==> config.mk <==
export PLATFORM = sky130hd
export DESIGN_NAME = reg_bank
export DESIGN_NICKNAME = d
export VERILOG_FILES = /design/src/rtl/reg_bank.sv
export SDC_FILE = /design/constraint.sdc
export NUM_CORES = 1
export LEC_CHECK = 0
export CAP_MARGIN = 20
export CORE_ASPECT_RATIO = 1.2
export CORE_MARGIN = 5
export CORE_UTILIZATION = 40
export DETAILED_ROUTE_END_ITERATION = 8
export PLACE_DENSITY = 0.51
export SETUP_SLACK_MARGIN = 0.5
export SLEW_MARGIN = 10
export SYNTH_ARGS = -nofsm -noshare
export SYNTH_HDL_FRONTEND = slang
export SYNTH_SLANG_ARGS = --single-unit
export TNS_END_PERCENT = 1
==> constraint.sdc <==
create_clock -name CLK_RB -period 4.86 [get_ports CLK_RB]
set_input_delay 1.458 -clock CLK_RB [delete_from_list [all_inputs] [get_ports CLK_RB]]
set_output_delay 1.458 -clock CLK_RB [all_outputs]
set_load 0.02 [all_outputs]
==> src/rtl/reg_bank.sv <==
// reg_bank: 2-read/1-write register bank with registered, write-first reads, r0 tied to zero, and a clear sequencer after reset
module reg_bank #(
  parameter int DATA_W = 32,
  parameter int ADDR_W = 5
) (
  input  logic              CLK_RB,
  input  logic              RSTN_RB,
  input  logic [ADDR_W-1:0] AR1_RB,
  input  logic [ADDR_W-1:0] AR2_RB,
  input  logic [ADDR_W-1:0] AW_RB,
  input  logic [DATA_W-1:0] DW_RB,
  input  logic              WE_RB,
  output logic [DATA_W-1:0] DR1_RB,
  output logic [DATA_W-1:0] DR2_RB,
  output logic              BUSY_RB
);
  typedef enum logic {CLEAR, RUN} state_t;
  state_t state, state_nx;
  logic [ADDR_W-1:0] cnt, cnt_nx;
  logic [DATA_W-1:0] mem [2**ADDR_W];
  logic [DATA_W-1:0] dr1_nx, dr2_nx;
  logic busy;
  assign busy    = (state == CLEAR);
  assign BUSY_RB = busy;
  assign dr1_nx  = (busy || AR1_RB == '0) ? '0 : (WE_RB && AW_RB == AR1_RB) ? DW_RB : mem[AR1_RB];
  assign dr2_nx  = (busy || AR2_RB == '0) ? '0 : (WE_RB && AW_RB == AR2_RB) ? DW_RB : mem[AR2_RB];
  // sequencer sweeps every address once, then hands over to RUN for good
  always_comb begin
    state_nx = state;
    cnt_nx   = cnt;
    if (busy) begin
      cnt_nx   = cnt + 1'b1;
      state_nx = (cnt == '1) ? RUN : CLEAR;
    end
  end
  // state, sweep counter and read registers; reset restarts the sweep
  always_ff @(posedge CLK_RB or negedge RSTN_RB) begin
    if (!RSTN_RB) begin
      state  <= CLEAR;
      cnt    <= '0;
      DR1_RB <= '0;
      DR2_RB <= '0;
    end else begin
      state  <= state_nx;
      cnt    <= cnt_nx;
      DR1_RB <= dr1_nx;
      DR2_RB <= dr2_nx;
    end
  end
  // array: cleared by the sweep, otherwise written by the port except at r0
  always_ff @(posedge CLK_RB) begin
    if (busy)
      mem[cnt] <= '0;
    else if (WE_RB && AW_RB != '0)
      mem[AW_RB] <= DW_RB;
  end
endmodule

# Word-level counts from Yosys, hierarchy flattened

Memory sizes are Yosys's and may differ from the RTL's.
Index checks and enable logic that the tools add are counted.

Reduce and logical (&&, ||, !) cells: 9
Equal/unequal tests: 3
Add/sub/neg operators: 1
Bitwise operators: 1
Mux-type cells: 13

Operators with widths:

| cell                | count |
|---|---|
| $mux 32             | 5 |
| $reduce_or 32->1    | 1 |
| $eq 5x5->1          | 2 |
| $logic_not 5->1     | 2 |
| $mux 1              | 7 |
| $add 5x1->5 const B | 1 |
| $eq 5x5->1 const B  | 1 |
| $mux 5              | 1 |
| $reduce_bool 5->1   | 1 |
| $logic_and 1x1->1   | 3 |
| $logic_or 1x1->1    | 2 |
| $not 1->1           | 1 |

Memories: 1
Input port bits: 50
Logic and storage cells: 32
Register bits: 70
RAM bits: 1024
Output and inout bits: 65

Memory list:

| memory | depth | bits a word | read ports | clocked after memory_dff | wr ports | line | RTL |
|---|---|---|---|---|---|---|---|
| mem    | 32    | 32          | 2          | 0                        | 1        | 20   | `logic [DATA_W-1:0] mem [2**ADDR_W];` |

# Longest topological paths before layout

Depth after elaboration: 7
Gate-level depth with buffers: 9
Gate-level depth less buffers: 5

# Worst setup path before layout

Ideal clock, no wire load.

Path type: input to register
Start point: in AW_RB[2]
End point: mem mem[18][0] (enable)
Library setup time: 421 ps
Arrival: 3916 ps
Slack: 523 ps
Cell stages on the path: 7
Required time: 4439 ps
Path through: buf_2 nor3_1 a21oi_1 clkbuf_1 nor4b_1 a31oi_1 nor2_1

Cells in the longest elaborated chain, start to end: 7

RTL lines:

| element                                    | line | RTL |
|---|---|---|
| start, declared                            | 10   | `input logic [ADDR_W-1:0] AW_RB,` |
| $reduce_bool 5->1                          | 54   | `else if (WE_RB && AW_RB != '0)` |
| $logic_and 1x1->1                          | 54   |  |
| $mux 1                                     | 54   |  |
| $mux 1                                     | 52   | `if (busy)` |
| $mux 1 (implied by the code)               | 55   | `mem[AW_RB] <= DW_RB;` |
| $reduce_or 32->1 (no line)                 | -    |  |
| $mux 5 (no line) or $mux 1 (tied branches) | -    |  |
| end, declared                              | 20   |  |

Parallel ways exist; a longest one is shown, timed or not.

# Worst setup path in the final report

Start point: in AW_RB[3]
End point: mem mem[17][14] (enable)

Same word-level chain as after synthesis.

==> metrics <==
status finished, final reports clean; Ports 115; Max-slew headroom 24.5%; Setup Skew 0.0420 ns; Reg power frac 48.4%; RSZ-0062 raised after global routing false; Final Wtd Congestion 0.850; Post-CTS Resized 0; largest area contributor in the netlist edfxtp_1; R2R Path End mem[17][14]; synth unique cells 51; post-CTS setup buffers 0; Setup TNS 0 ns; H-tree levels 3; Int Pwr 16.5 mW; core box area 125000 µm²; row count 142; dpl ws 0.103 ns; fin worst setup slack 0.877 ns; antenna violations before repair 3; post-route minimum period 3.98 ns; startpoint types input port; endpoints failing setup 0; die area 132000 µm²; via/cell ratio 6.44; syn nets 2809; post-DP HPWL 105000 µm; Final Slew Violations 0; Initial Util 40.2%; Switch Pwr 5.04 mW; fraction of layout cells with a size suffix above 1 26.7%; combinational group share of total power 8.8%; Clock Sinks 1094; worst r2r src state; Crit path required time 5.34 ns; final hold violation count 0; EDFF count, synth 1024; Final Cycle Share 82.0%; Synth-to-Final Area Change 16.7%; via count 30200; Max Freq 0.251 GHz; Seq cells post-synth 1094; largest net degree at the start of global routing 103; DR pass1 iterations 5; Die X 333 µm; gr usage total 26.1%; CP Launch Point AW_RB[3]; first-pass GRT wire length 246000 µm; Worst Hold Slack 0.611 ns; VDD IR max 0.000290 V; Post-synth ARST share 6.40%; Mapped Avg Cell Area 18.2 µm²; Synth Instances 2757; # hold bufs at CTS 0; CTS Root Cell clkbuf_16; predominant post-synthesis flop cell edfxtp_1; Max-cap violations 0; final core occ 46.9%; crit path capture type flip-flop; commonest non-fill, non-tap cells in the layout 1024 x edfxtp_1, 386 x mux4_2, 253 x mux2i_1, 127 x buf_4, 115 x clkbuf_16; CP arrival 4.46 ns; worst-path fanout max 20; I/O Buffers 114; Routed wire per std cell 37.4 µm; Layout Nets 2983; drt initial violations 3393; Slew @ Worst Pin 1.12 ns; Synth area leaders edfxtp_1 61%, mux4_2 17%, mux2i_1 5.1%; Reg2Reg Depth 6; WL final 175000 µm; hold_sp cnt[0]; crit path kind in2reg; placed inst area 54400 µm²; reg2reg setup slack 1.87 ns; CTS tree built; Hold Path Sink cnt[0]; Leakage 20.4 nW; clock share of power 42.9%; height of the chip 398 µm; Worst-Skew Late Latency 0.75 ns; vias in the first global route 31300; Max clock buf depth 3; leading cell type in the layout, fill and taps excluded edfxtp_1; CTS buffer count 113; hold path cells 1; Reg clk slew, reported paths 0.06 ns; final instance area 58400 µm²; power density cells 369 nW/µm²; net switching share of the total power 23.4%; DR DRC count 0; Syn Std Cell Area 50100 µm²; sequential area share after synthesis 64.9%; Yosys top cell area share 61.4%; Hold Path Class reg2reg; Final ANT Viol Nets 0; grt total ovfl 0; YS warnings 0
cell usage after synthesis (all sizes together), types with 7 or more instances:
library cell	instances
a211oi	31
a21oi	35
a221o	31
a221oi	63
a22oi	98
a31oi	39
a32o	32
and2	34
buf	140
clkbuf	92
dfrtp	70
edfxtp	1024
mux2i	253
mux4	386
nand2	104
nand2b	30
nand3	34
nor2	76
nor3	7
o211ai	30
o21ai	32
o221ai	32
o22ai	31
xnor2	7
flip-flops by register name, summed over array words and instances (netlist names):
signal and cells:
DR1_RB 32, DR2_RB 32, cnt 5, mem 1024, state 1
how the worst max path moves through the flow:
stage,endpoint,slack [ns]
2_1_floorplan,mem[18][0],0.52
3_3_place_gp,mem[1][13],0.11
6_report,mem[17][14],0.88
4_1_cts,mem[3][14],0.87
5_1_grt,mem[4][9],0.82
3_5_place_dp,mem[3][13],0.10
power groups by stage:
stage | Sequential [mW] | Clock (mW) | Combinational, mW
after global routing | 10.4 | 9.79 | 1.97
after CTS | 10.4 | 9.37 | 1.89
after global placement | 10.6 | 0 | 1.87
after detailed placement | 10.6 | 0 | 1.89
final | 10.4 | 9.23 | 1.89
after floorplan | 10.7 | 0 | 0.972
metal layers:
layer  up-vias  GRT usage (%)  wire length, µm
met5         -              0               15
met4         2           9.71             7040
met3       326           4.39            12600
met2      1473           44.2            86800
met1     16300           34.3            68900
li1      12100              -                -
critical path: stages:
cell             delay (ns)
clkdlybuf4s50_1        0.75
nor3_1                 0.20
a21oi_4                0.60
nor4b_1                0.12
a31oi_1                0.79
nor2_4                 0.26
buf_12                 0.25
metrics by stage:
stage	power, mW	cells
6_report	21.5	4687
3_5_place_dp	12.5	4471
5_1_grt	22.2	4686
4_1_cts	21.7	4685
3_3_place_gp	12.5	4470
2_1_floorplan	11.7	2757
cell families (layout without fill, tap and decap cells):
group                    after synthesis  count (layout)  share of synthesized area (%)
flip-flops                          1094            1094                           64.9
multiplexers                         641             641                           22.5
AO/OA/AOI/OAI                        459             459                           6.94
AND/OR/NAND/NOR                      309             309                           2.93
buffers and inverters                239             512                           2.45
XOR/XNOR                              13              13                          0.227
adder cells (fa/ha/maj)                2               2                         0.0500
other                                  0               1                              0
final cells by class:
cell class / count / area (µm²)
Antenna cell: 1 / 2.50
Clock buffer: 151 / 3150
Clock inverter: 63 / 810
Fill cell: 10400 / 66200
Inverter: 7 / 27.5
Multi-Input combinational cell: 1424 / 16700
Sequential cell: 1094 / 32500
Tap cell: 1656 / 2070
Timing Repair Buffer: 291 / 3160
Power figures use the tool's default switching activity.
